`config.mk`:
```
export PLATFORM = sky130hd
export DESIGN_NAME = fft_sdf_ctrl_flat
export DESIGN_NICKNAME = d
export VERILOG_FILES = /design/src/rtl/fft_pkg.sv /design/src/rtl/fft_sdf_ctrl_if.sv /design/src/rtl/fft_stage_decode.sv /design/src/rtl/fft_sdf_ctrl.sv /design/src/flat_wrapper.sv
export SDC_FILE = /design/constraint.sdc
export NUM_CORES = 1
export LEC_CHECK = 0
export CORE_MARGIN = 2
export CORE_UTILIZATION = 47
export DETAILED_ROUTE_END_ITERATION = 10
export PLACE_DENSITY = 0.79
export SLEW_MARGIN = 20
export SYNTH_ARGS = -nofsm -noshare
export SYNTH_HDL_FRONTEND = slang
export SYNTH_HIERARCHICAL = 1
export SYNTH_SLANG_ARGS = --single-unit
```
`constraint.sdc`:
```
create_clock -name clk -period 2.02 [get_ports clk]
set_clock_uncertainty 0.15 [all_clocks]
set_input_delay 0.505 -clock clk [delete_from_list [all_inputs] [get_ports clk]]
set_output_delay 0.505 -clock clk [all_outputs]
set_load 0.005 [all_outputs]
```
`src/rtl/fft_pkg.sv`:
```
// Shared constants, controller state type and stage-offset helper for the
// 16-point radix-2 SDF FFT sequencer.
package fft_pkg;

  localparam int LOG2N = 4;
  localparam int N     = 2 ** LOG2N;
  localparam int TWW   = LOG2N;

  typedef enum logic [1:0] {
    IDLE  = 2'd0,
    RUN   = 2'd1,
    FLUSH = 2'd2
  } ctrl_state_t;

  // Number of advances before stage s sees the first sample of a frame.
  function automatic int stage_offset(input int s);
    return N - (N >> s);
  endfunction

endpackage

```
`src/rtl/fft_sdf_ctrl_if.sv`:
```
// Sample-stream handshake, stage selects and output tags of the SDF sequencer.
interface fft_sdf_ctrl_if;
  import fft_pkg::*;

  logic                  clear;
  logic                  in_valid;
  logic                  in_last;
  logic                  in_ready;
  logic                  adv;
  logic                  zero_ins;
  logic [LOG2N-1:0]      bf_en;
  logic [LOG2N*TWW-1:0]  tw_idx;
  logic                  out_valid;
  logic                  out_first;
  logic                  out_last;
  logic [LOG2N-1:0]      out_index;
  logic                  busy;
  logic                  err_align;

  // Stream source / system side.
  modport master (
    output clear, in_valid, in_last,
    input  in_ready, adv, zero_ins, bf_en, tw_idx,
    input  out_valid, out_first, out_last, out_index, busy, err_align
  );

  // Controller side.
  modport slave (
    input  clear, in_valid, in_last,
    output in_ready, adv, zero_ins, bf_en, tw_idx,
    output out_valid, out_first, out_last, out_index, busy, err_align
  );

endinterface

```
`src/rtl/fft_stage_decode.sv`:
```
// Per-stage butterfly/bypass select and twiddle index, decoded from the
// global sample counter shifted by this stage's pipeline offset.
module fft_stage_decode
  import fft_pkg::*;
#(
  parameter int STAGE = 0
) (
  input  logic [LOG2N-1:0] s_cnt,
  output logic             bf_en,
  output logic [TWW-1:0]   tw_idx
);

  // Only the low LOG2N-STAGE bits of the in-frame position matter here: the
  // top one selects butterfly mode, the rest index within the half-span.
  localparam int              JW     = LOG2N - STAGE;
  localparam logic [LOG2N-1:0] OFFSET = LOG2N'(stage_offset(STAGE));

  logic [JW-1:0] j;

  assign j     = JW'(s_cnt - OFFSET);
  assign bf_en = j[JW-1];
  // With the top bit clear, j already equals j mod D_s.
  assign tw_idx = bf_en ? '0 : (TWW'(j) << STAGE);

endmodule

```
`src/rtl/fft_sdf_ctrl.sv`:
```
// Sequencer for the 16-point SDF FFT: accepts the sample stream, issues the
// global advance strobe, drains the pipe after the last frame and tags the
// results with valid/first/last/index.
module fft_sdf_ctrl
  import fft_pkg::*;
(
  input  logic             clk,
  input  logic             rst,
  fft_sdf_ctrl_if.slave    bus
);

  localparam logic [LOG2N-1:0] CNT_MAX = LOG2N'(N - 1);
  localparam logic [LOG2N-1:0] FL_LAST = LOG2N'(N - 2);

  ctrl_state_t      state_q, state_d;
  logic [LOG2N-1:0] s_cnt_q, s_cnt_d;
  logic [LOG2N-1:0] fill_q, fill_d;
  logic [LOG2N-1:0] fl_cnt_q, fl_cnt_d;
  logic             out_valid_q, out_valid_d;
  logic             out_first_q, out_first_d;
  logic             out_last_q, out_last_d;
  logic [LOG2N-1:0] out_index_q, out_index_d;
  logic             err_align_q, err_align_d;

  logic             in_ready;
  logic             accept;
  logic             adv;
  logic [LOG2N-1:0] s_cnt_inc;
  logic [LOG2N-1:0] bf_en_w;
  logic [TWW-1:0]   tw_idx_w [LOG2N];

  assign in_ready  = (state_q != FLUSH) && !bus.clear;
  assign accept    = bus.in_valid && in_ready;
  assign adv       = accept || ((state_q == FLUSH) && !bus.clear);
  assign s_cnt_inc = s_cnt_q + 1'b1;

  // Next state, counters and output tags; clear wins, no advance means hold.
  always_comb begin
    state_d     = state_q;
    s_cnt_d     = s_cnt_q;
    fill_d      = fill_q;
    fl_cnt_d    = fl_cnt_q;
    out_valid_d = 1'b0;
    out_first_d = 1'b0;
    out_last_d  = 1'b0;
    out_index_d = out_index_q;
    err_align_d = 1'b0;

    if (bus.clear) begin
      state_d     = IDLE;
      s_cnt_d     = '0;
      fill_d      = '0;
      fl_cnt_d    = '0;
      out_index_d = '0;
    end else if (adv) begin
      s_cnt_d     = s_cnt_inc;
      fill_d      = (fill_q == CNT_MAX) ? fill_q : fill_q + 1'b1;
      err_align_d = accept && bus.in_last && (s_cnt_q != CNT_MAX);
      // The pipe holds a finished result once N-1 advances have happened.
      if (fill_q == CNT_MAX) begin
        out_valid_d = 1'b1;
        out_index_d = s_cnt_inc;
        out_first_d = (s_cnt_inc == '0);
        out_last_d  = (s_cnt_inc == CNT_MAX);
      end
      case (state_q)
        IDLE:  state_d = RUN;
        RUN:   if (bus.in_last && (s_cnt_q == CNT_MAX)) state_d = FLUSH;
        FLUSH: begin
          if (fl_cnt_q == FL_LAST) begin
            state_d  = IDLE;
            s_cnt_d  = '0;
            fill_d   = '0;
            fl_cnt_d = '0;
          end else begin
            fl_cnt_d = fl_cnt_q + 1'b1;
          end
        end
        default: state_d = IDLE;
      endcase
    end
  end

  // State and tag registers with asynchronous active-low reset.
  always_ff @(posedge clk or negedge rst) begin
    if (!rst) begin
      state_q     <= IDLE;
      s_cnt_q     <= '0;
      fill_q      <= '0;
      fl_cnt_q    <= '0;
      out_valid_q <= 1'b0;
      out_first_q <= 1'b0;
      out_last_q  <= 1'b0;
      out_index_q <= '0;
      err_align_q <= 1'b0;
    end else begin
      state_q     <= state_d;
      s_cnt_q     <= s_cnt_d;
      fill_q      <= fill_d;
      fl_cnt_q    <= fl_cnt_d;
      out_valid_q <= out_valid_d;
      out_first_q <= out_first_d;
      out_last_q  <= out_last_d;
      out_index_q <= out_index_d;
      err_align_q <= err_align_d;
    end
  end

  for (genvar gi = 0; gi < LOG2N; gi++) begin : g_stage
    fft_stage_decode #(.STAGE(gi)) u_dec (
      .s_cnt  (s_cnt_q),
      .bf_en  (bf_en_w[gi]),
      .tw_idx (tw_idx_w[gi])
    );
    assign bus.tw_idx[gi*TWW +: TWW] = tw_idx_w[gi];
  end

  assign bus.bf_en     = bf_en_w;
  assign bus.in_ready  = in_ready;
  assign bus.adv       = adv;
  assign bus.zero_ins  = (state_q == FLUSH);
  assign bus.busy      = (state_q != IDLE);
  assign bus.out_valid = out_valid_q;
  assign bus.out_first = out_first_q;
  assign bus.out_last  = out_last_q;
  assign bus.out_index = out_index_q;
  assign bus.err_align = err_align_q;

endmodule

```
`src/flat_wrapper.sv`:
```
// flat-port wrapper written by rule: the top's interface ports become plain ports
module fft_sdf_ctrl_flat import fft_pkg::*;
  (clk, rst, bus_clear, bus_in_valid, bus_in_last, bus_in_ready, bus_adv, bus_zero_ins, bus_bf_en, bus_tw_idx, bus_out_valid, bus_out_first, bus_out_last, bus_out_index, bus_busy, bus_err_align);
  fft_sdf_ctrl_if bus_i ();
  input  logic clk;
  input  logic rst;
  input wire logic [$bits(bus_i.clear)-1:0] bus_clear;
  input wire logic [$bits(bus_i.in_valid)-1:0] bus_in_valid;
  input wire logic [$bits(bus_i.in_last)-1:0] bus_in_last;
  output wire logic [$bits(bus_i.in_ready)-1:0] bus_in_ready;
  output wire logic [$bits(bus_i.adv)-1:0] bus_adv;
  output wire logic [$bits(bus_i.zero_ins)-1:0] bus_zero_ins;
  output wire logic [$bits(bus_i.bf_en)-1:0] bus_bf_en;
  output wire logic [$bits(bus_i.tw_idx)-1:0] bus_tw_idx;
  output wire logic [$bits(bus_i.out_valid)-1:0] bus_out_valid;
  output wire logic [$bits(bus_i.out_first)-1:0] bus_out_first;
  output wire logic [$bits(bus_i.out_last)-1:0] bus_out_last;
  output wire logic [$bits(bus_i.out_index)-1:0] bus_out_index;
  output wire logic [$bits(bus_i.busy)-1:0] bus_busy;
  output wire logic [$bits(bus_i.err_align)-1:0] bus_err_align;
  assign bus_i.clear = bus_clear;
  assign bus_i.in_valid = bus_in_valid;
  assign bus_i.in_last = bus_in_last;
  assign bus_in_ready = bus_i.in_ready;
  assign bus_adv = bus_i.adv;
  assign bus_zero_ins = bus_i.zero_ins;
  assign bus_bf_en = bus_i.bf_en;
  assign bus_tw_idx = bus_i.tw_idx;
  assign bus_out_valid = bus_i.out_valid;
  assign bus_out_first = bus_i.out_first;
  assign bus_out_last = bus_i.out_last;
  assign bus_out_index = bus_i.out_index;
  assign bus_busy = bus_i.busy;
  assign bus_err_align = bus_i.err_align;
  fft_sdf_ctrl u_core (.clk(clk), .rst(rst), .bus(bus_i));
endmodule
```
==> results.md <==
- WL final: about 2800 um
- Count of cell types in the netlist: 36
- Power Total: 1170 uW
- Worst path cell trace: buf_4 > buf_4 > or3b_4 > nor2_4 > a21oi_1 > o21ai_0
- Yosys warning total: 6
- RR Startpoint: u_core/state_q[0]
- Mean Syn Cell Area: 9.62 sq um
- Mapped Area: between 0.001 and 0.0015 sq mm
- Post-synthesis mux area share: 3.25%
- Maximum capacitance violations: 0
- Crit-path slowest cell: or3b_4
- Worst endpoint data arrival time: 2050 ps
- Critical Path Start Type: flop
- Antenna violations before repair: 0
- Area Overhead vs Synth: 37.3%
- Top post-synthesis cells by area: dfrtp_1 43%, buf_4 8.3%, ha_1 5.9%
- Dpl hpwl: 1880 um
- CP peak stage delay: 430 ps
- RSZ-0062 raised after global routing: true
- Largest family of logic cells by synthesized area: simple AND/OR/NAND/NOR gates
- Complex-gate fraction of the synthesized area: 12.4%
- Final setup violation count: 0
- Max Slew Vio Count: 0
- Starting density of the core: around half
- Fin cells: 208
- Leak: around 0.00093 uW
- DR iter-0 viols: 25
- Skew-Pair Late Insertion Delay: roughly 320 ps
- Core area: 0.00252 sq mm
- Busiest grt layer: met2
- Peak VDD IR: 740 uV
- Synth Area in Simple Gates: about 22%
- Outcome: completed
- Final Hold Viols: 0
- CTS tree: done
- Number of routed nets with antenna violations: 0
- Ports: 37
- Final setup margin: 17.6 ps
- Hold WS: 352 ps
- Worst path bufs/invs: 2
- Clock tree root buffer cell: clkbuf_4
- Largest buffer count on any clock path: 2
- Adder-cell share of the synthesized area: under 10%
- Nets: 190
- Routing usage on met2: 32.8%
- Port bufs: 26
- RR Endpoint: u_core/s_cnt_q[1]
- Layout cells sized above 1: 30.3%
- DR vias/cell: 5.09
- Fmax: 499 MHz
- DRT Pass-1 Iters: 4
- # diodes: 0
- Routed via count: 1,059
- M1 GR Usage: between 20% and 30%
- #FFs+latches synth: 22
- Clk slew on worst S/H paths: approximately 140 ps
- GRT Total Usage: a little under a fifth
- XOR/XNOR Fraction of Synth Area: under 10%
- PwrDens: 673 mW/mm^2
- Worst hold path type: input port to asynchronous set/reset pin
- R2R Setup Slk: 20 ps
- # rows: 18
- Wire per inst: between 10 and 15 um
- Pin count of the biggest net entering global routing: 23
- Worst Setup End Kind: flop
- Worst slack, placed: -295 ps
- WS Path Type: flop to flop
- CP max FO: 7
- Clk sinks: 22
- Yosys top cell area share: 43.3%
- FF-to-FF path depth: 6
- Critical path data required time: about 2100 ps
- First-pass GRT wire length: 4660 um
- Die width: 56.0 um
- Vias in the first global route: 1,012
- Post-route clock period utilization: between 90% and 100%
- GRT overflow: 0
- Most frequent CP cell: buf_4
- Post-Synthesis Cells: roughly 130
- CP top delay family: simple AND/OR/NAND/NOR gates
- Final Critical Period: 2000 ps
- Met3 Use GR: 4.42%
- Die Area: 0.00313 sq mm
- H-tree levels: 1
- Sequential share of the synthesized area: approximately 43%
- GP Congestion: 0.847
- Cell count after placement: 188
- CTS buffer count: 3
- Worst Setup EP: u_core/s_cnt_q[1]
- Crit path depth: 6
- Critical Path Start: u_core/state_q[0]
- Die Span Y: approximately 56 um
- DRC: 0
- Largest area contributor in the netlist: dfrtp_1
[worst reg2reg max path, delay by kind of cell, from the launching register on]
family          cells  cell delay, ps
compound gates      2             390
buf+inv             2             270
flops               1             420
simple gates        2             640
[synthesized netlist by cell type]
cell and instances:
or3b_4 1, o22ai_1 1, a21oi_1 13, and4b_1 2, nor2b_1 5, nand3b_1 1
conb_1 4, and3_1 4, a211oi_1 1, nand2b_1 1, xnor2_1 1, inv_1 5
o21ai_2 2, buf_4 14, clkbuf_1 1, nor3_1 2, mux2i_1 3, nor2_4 1
mux2_2 1, ha_1 6, o21ai_0 6, o31ai_1 1, and4_1 1, nor2_1 7
or3_1 1, xor2_1 2, nand3_1 3, and2_1 1, dfrtp_1 22, nor2_2 2
nor4_1 1, o41ai_1 1, a311oi_2 1, nor2b_4 1, or2_2 4, nand2_1 9
[cell families after synthesis]
| family | Yosys count |
|---|---|
| fa+ha+maj | 6 |
| simple gates | 47 |
| mux | 4 |
| compound gates | 26 |
| other cells | 4 |
| buf+inv | 20 |
| flops | 22 |
| xor+xnor | 3 |
[cells in the final DEF (no fill, tap or decap), types with 2 or more instances in the layout]
cell	Yosys	routed
and3_1	4	4
clkdlybuf4s50_1	0	13
nor2b_4	1	2
mux2i_1	3	3
dlymetal6s2s_1	0	3
o21ai_0	6	6
xor2_1	2	2
nor2_1	7	7
dfrtp_2	0	4
conb_1	4	10
and4b_1	2	2
or2_2	4	4
a21oi_1	13	12
nor2b_1	5	4
buf_4	14	23
nand2_1	9	9
ha_1	6	6
buf_6	0	2
clkbuf_4	0	3
dlygate4sd2_1	0	7
nor2_2	2	2
nand3_1	3	3
clkbuf_2	0	2
o21ai_2	2	2
inv_1	5	4
dfrtp_1	22	18
[stage by stage]
step / util, % / area (sq um) / TNS (ps)
final: 69.1 / 1740 / 0
after global routing: 69.1 / 1740 / -71.2
after CTS: 68.1 / 1720 / -16.0
after detailed placement: 61.4 / 1550 / -2800
after global placement: 61.4 / 1550 / -2470
after floorplan: - / 1290 / 0
[report_power, final]
part	switching [uW]	leakage [uW]	internal, uW
registers	23.4	0.000295	466
clock network	143	0.0000279	201
logic	147	0.000606	193
[worst min-delay path by stage]
| stage | to | depth (start not counted) | start |
|---|---|---|---|
| floorplan | u_core/bus.err_align | 0 | rst |
| global placement | u_core/fill_q[0] | 1 | u_core/fill_q[0] |
| detailed placement | u_core/fill_q[0] | 1 | u_core/fill_q[0] |
| CTS | u_core/state_q[0] | 2 | rst |
| global route | u_core/bus.err_align | 2 | rst |
| finish | u_core/state_q[0] | 2 | rst |
[sequential cells by signal, indices dropped and copies added (netlist names)]
signal,count
u_core/bus.out_first,1
u_core/bus.out_valid,1
u_core/bus.err_align,1
u_core/fl_cnt_q,4
u_core/state_q,2
u_core/bus.out_last,1
u_core/fill_q,4
u_core/s_cnt_q,4
u_core/bus.out_index,4
[per-layer routing]
| metal | vias up | wire length (um) |
|---|---|---|
| li1 | 519 | - |
| met1 | 525 | 1240 |
| met2 | 15 | 1450 |
| met3 | 0 | 85 |
| met4 | 0 | 0 |
| met5 | - | 0 |
[area by class of cell]
type | count | area (sq um)
timing repair buffer | 51 | 439
tap | 30 | 37.5
sequential | 22 | 556
clock buffer | 3 | 22.5
inverter | 5 | 21.3
clock inverter | 1 | 30.0
multi-input combinational | 96 | 638
fill | 195 | 778
[timing repair]
| item | 4_1_cts | 5_1_grt |
|---|---|---|
| endpoints found under the setup margin | 13 | 13 |
| hold buffers | 0 | 0 |
| buffers inserted | 14 | 3 |
| gates resized for setup | 22 | 10 |
| pin swaps | 1 | 2 |
| endpoints found under the hold margin | 0 | 0 |
Note: power is estimated with default switching activity, not from simulation.
